File: src/rtl/spi_flash_pkg.sv
// Shared definitions for the SPI flash responder: supported opcodes, the
// responder state encoding, the default JEDEC ID and a helper that picks
// one byte of the ID.
package spi_flash_pkg;

  localparam logic [7:0] OP_READ = 8'h03;
  localparam logic [7:0] OP_RDID = 8'h9F;
  localparam logic [7:0] OP_RDSR = 8'h05;

  localparam logic [23:0] DEFAULT_JEDEC_ID = 24'h20BA18;

  typedef enum logic [2:0] {
    IDLE,
    CMD,
    ADDR,
    DATA,
    ID,
    STAT,
    IGNORE
  } state_e;

  // ID byte by index, MSB first; indices past the ID read back as zero.
  function automatic logic [7:0] id_byte(logic [23:0] id, logic [1:0] idx);
    case (idx)
      2'd0:    return id[23:16];
      2'd1:    return id[15:8];
      2'd2:    return id[7:0];
      default: return 8'h00;
    endcase
  endfunction

endpackage

File: src/rtl/spi_flash_responder_sync.sv
// N-stage synchronizer for the SPI pins plus registered rise/fall strobes
// for the serial clock.
//   clk, rst_n            system clock, synchronous active-low reset
//   spi_clk/cs_n/mosi     asynchronous SPI pins
//   sclk_rise/sclk_fall   one-cycle strobes on synchronized spi_clk edges
//   cs_n_q, mosi_q        synchronized pins, aligned with the strobes
module spi_sync_edge #(
  parameter int STAGES = 2
) (
  input  logic clk,
  input  logic rst_n,
  input  logic spi_clk,
  input  logic spi_cs_n,
  input  logic spi_mosi,
  output logic sclk_rise,
  output logic sclk_fall,
  output logic cs_n_q,
  output logic mosi_q
);

  logic [STAGES-1:0] sclk_sr;
  logic [STAGES-1:0] cs_sr;
  logic [STAGES-1:0] mosi_sr;
  logic              sclk_d;

  // The chain keeps sampling through reset so that, when reset releases,
  // the synchronized CS already reflects the pin rather than a reset value.
  always_ff @(posedge clk) begin
    sclk_sr[0] <= spi_clk;
    cs_sr[0]   <= spi_cs_n;
    mosi_sr[0] <= spi_mosi;
    for (int i = 1; i < STAGES; i++) begin
      sclk_sr[i] <= sclk_sr[i-1];
      cs_sr[i]   <= cs_sr[i-1];
      mosi_sr[i] <= mosi_sr[i-1];
    end
    sclk_d <= sclk_sr[STAGES-1];
    cs_n_q <= cs_sr[STAGES-1];
    mosi_q <= mosi_sr[STAGES-1];
  end

  always_ff @(posedge clk) begin
    if (!rst_n) begin
      sclk_rise <= 1'b0;
      sclk_fall <= 1'b0;
    end else begin
      sclk_rise <= sclk_sr[STAGES-1] & ~sclk_d;
      sclk_fall <= ~sclk_sr[STAGES-1] & sclk_d;
    end
  end

endmodule

File: src/rtl/spi_flash_responder.sv
// SPI mode-0 flash responder. Decodes READ, RDID and RDSR and streams data
// from a byte-wide synchronous memory port (1-cycle read latency).
//   clk, rst_n        system clock, synchronous active-low reset
//   spi_*             SPI target pins; spi_miso_oe high in response phases
//   mem_rd/mem_addr   one-cycle read strobe and byte address
//   mem_rdata         read data, valid the cycle after mem_rd
//   busy              synchronized chip select active
//   cmd_err           pulse when an unsupported opcode completes
module spi_flash_responder
  import spi_flash_pkg::*;
#(
  parameter int          ADDR_W      = 24,
  parameter logic [23:0] JEDEC_ID    = DEFAULT_JEDEC_ID,
  parameter int          SYNC_STAGES = 2
) (
  input  logic              clk,
  input  logic              rst_n,
  input  logic              spi_clk,
  input  logic              spi_cs_n,
  input  logic              spi_mosi,
  output logic              spi_miso,
  output logic              spi_miso_oe,
  output logic              mem_rd,
  output logic [ADDR_W-1:0] mem_addr,
  input  logic [7:0]        mem_rdata,
  output logic              busy,
  output logic              cmd_err
);

  logic rise, fall, cs_n_q, mosi_q;

  spi_sync_edge #(.STAGES(SYNC_STAGES)) u_sync (
    .clk       (clk),
    .rst_n     (rst_n),
    .spi_clk   (spi_clk),
    .spi_cs_n  (spi_cs_n),
    .spi_mosi  (spi_mosi),
    .sclk_rise (rise),
    .sclk_fall (fall),
    .cs_n_q    (cs_n_q),
    .mosi_q    (mosi_q)
  );

  state_e            state;
  logic [2:0]        bit_cnt;
  logic [1:0]        byte_cnt;  // address byte index
  logic [1:0]        id_idx;    // next ID byte to load
  logic [22:0]       in_sr;
  logic [23:0]       in_next;
  logic [7:0]        out_sr;
  logic [ADDR_W-1:0] addr_q;
  logic              rd_pend;   // mem_rdata valid this cycle
  logic              armed;     // CS seen high since reset
  logic              byte_done;
  logic              resp_phase;
  logic              load_en;
  logic [7:0]        load_val;
  logic [7:0]        out_next;

  assign in_next    = {in_sr, mosi_q};
  assign byte_done  = rise && (bit_cnt == 3'd7);
  assign resp_phase = (state == DATA) || (state == ID) || (state == STAT);

  // Byte to present next. A memory load may land in the same cycle as the
  // fall that must drive its MSB, so the fall path uses out_next.
  always_comb begin
    load_en  = 1'b0;
    load_val = 8'h00;
    if (state == DATA && rd_pend) begin
      load_en  = 1'b1;
      load_val = mem_rdata;
    end else if (byte_done && state == CMD) begin
      if (in_next[7:0] == OP_RDID) begin
        load_en  = 1'b1;
        load_val = id_byte(JEDEC_ID, 2'd0);
      end else if (in_next[7:0] == OP_RDSR) begin
        load_en  = 1'b1;
      end
    end else if (byte_done && state == ID) begin
      load_en  = 1'b1;
      load_val = id_byte(JEDEC_ID, id_idx);
    end else if (byte_done && state == STAT) begin
      load_en  = 1'b1;
    end
  end

  assign out_next = load_en ? load_val : out_sr;

  always_ff @(posedge clk) begin
    if (!rst_n) begin
      state       <= IDLE;
      bit_cnt     <= 3'd0;
      byte_cnt    <= 2'd0;
      id_idx      <= 2'd0;
      in_sr       <= '0;
      out_sr      <= 8'h00;
      addr_q      <= '0;
      rd_pend     <= 1'b0;
      armed       <= 1'b0;
      spi_miso    <= 1'b0;
      spi_miso_oe <= 1'b0;
      mem_rd      <= 1'b0;
      mem_addr    <= '0;
      busy        <= 1'b0;
      cmd_err     <= 1'b0;
    end else begin
      busy    <= ~cs_n_q;
      cmd_err <= 1'b0;
      mem_rd  <= 1'b0;
      rd_pend <= mem_rd;
      if (cs_n_q) begin
        // CS high ends the frame from any state; partial bytes are dropped.
        state       <= IDLE;
        bit_cnt     <= 3'd0;
        byte_cnt    <= 2'd0;
        id_idx      <= 2'd0;
        out_sr      <= 8'h00;
        rd_pend     <= 1'b0;
        armed       <= 1'b1;
        spi_miso    <= 1'b0;
        spi_miso_oe <= 1'b0;
      end else begin
        case (state)
          // Without armed, a frame interrupted by reset would be decoded
          // from its middle; wait for CS high first.
          IDLE: if (armed) begin
            state    <= CMD;
            bit_cnt  <= 3'd0;
            byte_cnt <= 2'd0;
          end
          default: begin
            if (rise) begin
              in_sr   <= in_next[22:0];
              bit_cnt <= bit_cnt + 3'd1;
            end
            if (byte_done) begin
              case (state)
                CMD: begin
                  case (in_next[7:0])
                    OP_READ: begin
                      state    <= ADDR;
                      byte_cnt <= 2'd0;
                    end
                    OP_RDID: begin
                      state  <= ID;
                      id_idx <= 2'd1;
                    end
                    OP_RDSR: state <= STAT;
                    default: begin
                      state   <= IGNORE;
                      cmd_err <= 1'b1;
                    end
                  endcase
                end
                ADDR: begin
                  if (byte_cnt == 2'd2) begin
                    state    <= DATA;
                    addr_q   <= in_next[ADDR_W-1:0];
                    mem_addr <= in_next[ADDR_W-1:0];
                    mem_rd   <= 1'b1;
                  end else begin
                    byte_cnt <= byte_cnt + 2'd1;
                  end
                end
                DATA: begin
                  // Prefetch the next byte while the current one's last bit
                  // is still on the wire.
                  addr_q   <= addr_q + 1'b1;
                  mem_addr <= addr_q + 1'b1;
                  mem_rd   <= 1'b1;
                end
                ID: if (id_idx != 2'd3) id_idx <= id_idx + 2'd1;
                default: ;
              endcase
            end
            if (fall && resp_phase) begin
              spi_miso    <= out_next[7];
              out_sr      <= {out_next[6:0], 1'b0};
              spi_miso_oe <= 1'b1;
            end else if (load_en) begin
              out_sr <= load_val;
            end
          end
        endcase
      end
    end
  end

endmodule

File: config.mk
export PLATFORM = sky130hd
export DESIGN_NAME = spi_flash_responder
export DESIGN_NICKNAME = d
export VERILOG_FILES = /design/src/rtl/spi_flash_pkg.sv /design/src/rtl/spi_flash_responder_sync.sv /design/src/rtl/spi_flash_responder.sv
export SDC_FILE = /design/constraint.sdc
export NUM_CORES = 1
export LEC_CHECK = 0
export ABC_AREA = 1
export BUFFER_PORTS_ARGS = -buffer_cell sky130_fd_sc_hd__buf_4
export CORE_MARGIN = 4
export CORE_UTILIZATION = 45
export DETAILED_ROUTE_END_ITERATION = 8
export PLACE_DENSITY = 0.68
export SKIP_CTS_REPAIR_TIMING = 1
export SLEW_MARGIN = 0
export SYNTH_ARGS = -nofsm -noshare
export SYNTH_HDL_FRONTEND = slang
export SYNTH_HIERARCHICAL = 1
export SYNTH_SLANG_ARGS = --single-unit
File: constraint.sdc
create_clock -name clk -period 1.7 [get_ports clk]
set_input_delay 0.34 -clock clk [delete_from_list [all_inputs] [get_ports clk]]
set_output_delay 0.34 -clock clk [all_outputs]
set_load 0.005 [all_outputs]
==> results.ini <==
[status]
status=complete, no violations

[clock_tree]
h-tree-depth=3
cts.sinks=83
clock_path_buffers=2
path_clk_slew_ns=0.09
root_buffer=clkbuf_8
insertion_delay_ns=0.36
cts_tree=yes
cts_buffers=9

[grt]
grt_pass1_vias=3755
grt_start_max_net_pins=44
grt_pass1_wl_um=17600
antenna_found_initial=0
grt_usage_pct=21.0
grt-ovfl-total=0

[placed_design]
placedCellCount=761
place_congestion=0.958
pre_cts_ws_ns=-0.00422
portBuffers=41
dp_hpwl_um=7900

[route]
ant_nets=0
drc=0
wl_per_cell_um=13.9
dr.pass1.iters=7
wirelength_um=10800
route.vias.total=4093
drt_iter0_drc=213
avgViaCountPerCell=5.24

[die]
num_io_pins=42
start_util_pct=46.3
die_area_sq_um=10600
rows=34
dieWidth_um=103
design.core.area_sq_um=8760
die_h_um=103

[worst_setup_path]
worstPathCellList=inv_2 -> nand2_2 -> nand2_4 -> nor2_8 -> nand3_2 -> buf_12 -> buf_4 -> a21oi_1 -> nor3_1
crit_fanout=24
reg2reg_from=state[2]$_SDFFE_PP0P_
max_stage_delay_ns=0.40
critPathLaunchType=flop
cp.arrival_ns=1.83
slowest_stage=dfxtp_1
critPathKind=reg -> reg
critical_path.endpoint_type=flop
reg2regPathDepth=9
startpoint=state[2]$_SDFFE_PP0P_
required_ns=1.94

[sta]
final.setup.worst_slack_ns=0.109
clock_skew_ns=0.0117
hold_viol_final=0
layout_min_cycle_time_ns=1.59
setup_viol=0
slew_headroom_pct=71.4
worst_pin_slew_ns=0.428
max_freq_mhz=629
maxSlewViolCount=0
min_period_over_period_pct=93.6

[final_layout]
fillerInstances=857
areaGrowthSynthToFinish_pct=23.9
drive_above_1_share_pct=20.4
n_antenna_cell=0
finalNetCount=688
instances_no_fill=781

[min_path]
hold_start=spi_cs_n
hold_depth=1
min_path_type=in -> reg

[pwr]
irDropWorstVdd_uv=418
p_total_mw=3.54
p_leak_nw=1.88
power.density_nw_per_um2=704

[synthesis]
synth_cells=600
ys_types=34
syn_area_sq_um=4060
yosys_register_bits=83
yosys_warnings=6
syn_avg_cell_area_sq_um=6.76
syn_nets=620
yosysSeqAreaShare_pct=41.0

[run]
drv_cap=0

critical path, delay by kind of cell (launching register included):
| family | cells | cell delay, ns |
|---|---|---|
| simple gates | 5 | 0.50 |
| buf+inv | 3 | 0.44 |
| flops | 1 | 0.40 |
| compound gates | 1 | 0.13 |
path summary, 6_finish.rpt:
check	slack, ns	end
worst max-delay path	0.11	addr_q[8]$_SDFFE_PN0P_
worst min-delay path	0.08	u_sync/cs_sr[0]$_DFF_P_
worst max register to register	0.11	addr_q[8]$_SDFFE_PN0P_
worst min register to register	0.33	u_sync/mosi_q$_DFF_P_
report_power, final:
group	internal (mW)	switching [mW]
Sequential	1.96	0.0156
Combinational	0.0507	0.0684
Clock	0.688	0.751
Total	2.70	0.835
cell type report:
class	count	area, sq um	area share, %
clock buffers	9	124	2.47
clock inverters	7	75.1	1.49
inverters	60	231	4.61
multi-input cells	436	2160	43.0
flip-flops and latches	83	1670	33.3
well taps	108	135	2.69
repair buffers	78	623	12.4
cells by family after synthesis:
| group | share of synthesized area [%] |
|---|---|
| XOR/XNOR | 0.432 |
| adder cells (fa/ha/maj) | 2.16 |
| buffers and inverters | 7.99 |
| flip-flops | 41.0 |
| AO/OA/AOI/OAI | 17.3 |
| AND/OR/NAND/NOR | 31.1 |
synthesized netlist by cell type (all sizes together):
cell | count | share of area, %
nor3b | 1 | 0.19
dfxtp | 83 | 41
xnor2 | 1 | 0.22
xor2 | 1 | 0.22
o21ai | 48 | 6.2
nand4 | 3 | 0.46
o32ai | 1 | 0.22
ha | 7 | 2.2
buf | 11 | 1.5
a21oi | 80 | 10
o211ai | 3 | 0.80
nor3 | 9 | 1.2
clkbuf | 10 | 0.93
o22ai | 1 | 0.15
nand3 | 32 | 4.2
inv | 60 | 5.6
nand2 | 168 | 16
nand3b | 9 | 1.7
nor2 | 72 | 7.5
per-stage QoR:
step                      utilization [%]  TNS (ns)  instance area [sq um]  hold slack (ns)
final                                57.3         0                   5020           0.0779
after global routing                 57.3   -0.0182                   5020           0.0624
after CTS                            55.7   -0.0421                   4880           0.0606
after detailed placement             53.5  -0.00422                   4680            0.314
after global placement               53.5         0                   4680            0.310
after floorplan                         -         0                   4060            0.310
routing by layer:
layer  share of wire, %  up-vias  track usage, %  wire (um)
met2                 43      122            31.3       4630
met3                6.4       17            3.32        688
met1                 49     1878            30.7       5300
li1                   -     2076               -          -
met4                1.9        0            7.17        206
met5                  0        -               0          0
state kept, by name (all words and copies together), names as in the netlist, 2 cells and up:
register,flops
addr_q,24
bit_cnt,3
byte_cnt,2
id_idx,2
in_sr,23
out_sr,8
state,3
u_sync/cs_sr,2
u_sync/mosi_sr,2
u_sync/sclk_sr,2
layout by cell type (no fill, tap or decap), drive strengths merged:
cell	synthesis	layout
nand2	168	168
clkinv	0	2
nand4	3	3
nor3b	1	1
xor2	1	1
clkinvlp	0	3
buf	11	78
nand3b	9	9
o211ai	3	3
dfxtp	83	83
nand3	32	32
bufinv	0	1
nor2	72	72
o22ai	1	1
clkbuf	10	9
ha	7	7
o32ai	1	1
nor3	9	9
o21ai	48	48
inv	60	61
a21oi	80	80
xnor2	1	1
Note: power is estimated with default switching activity, not from simulation.
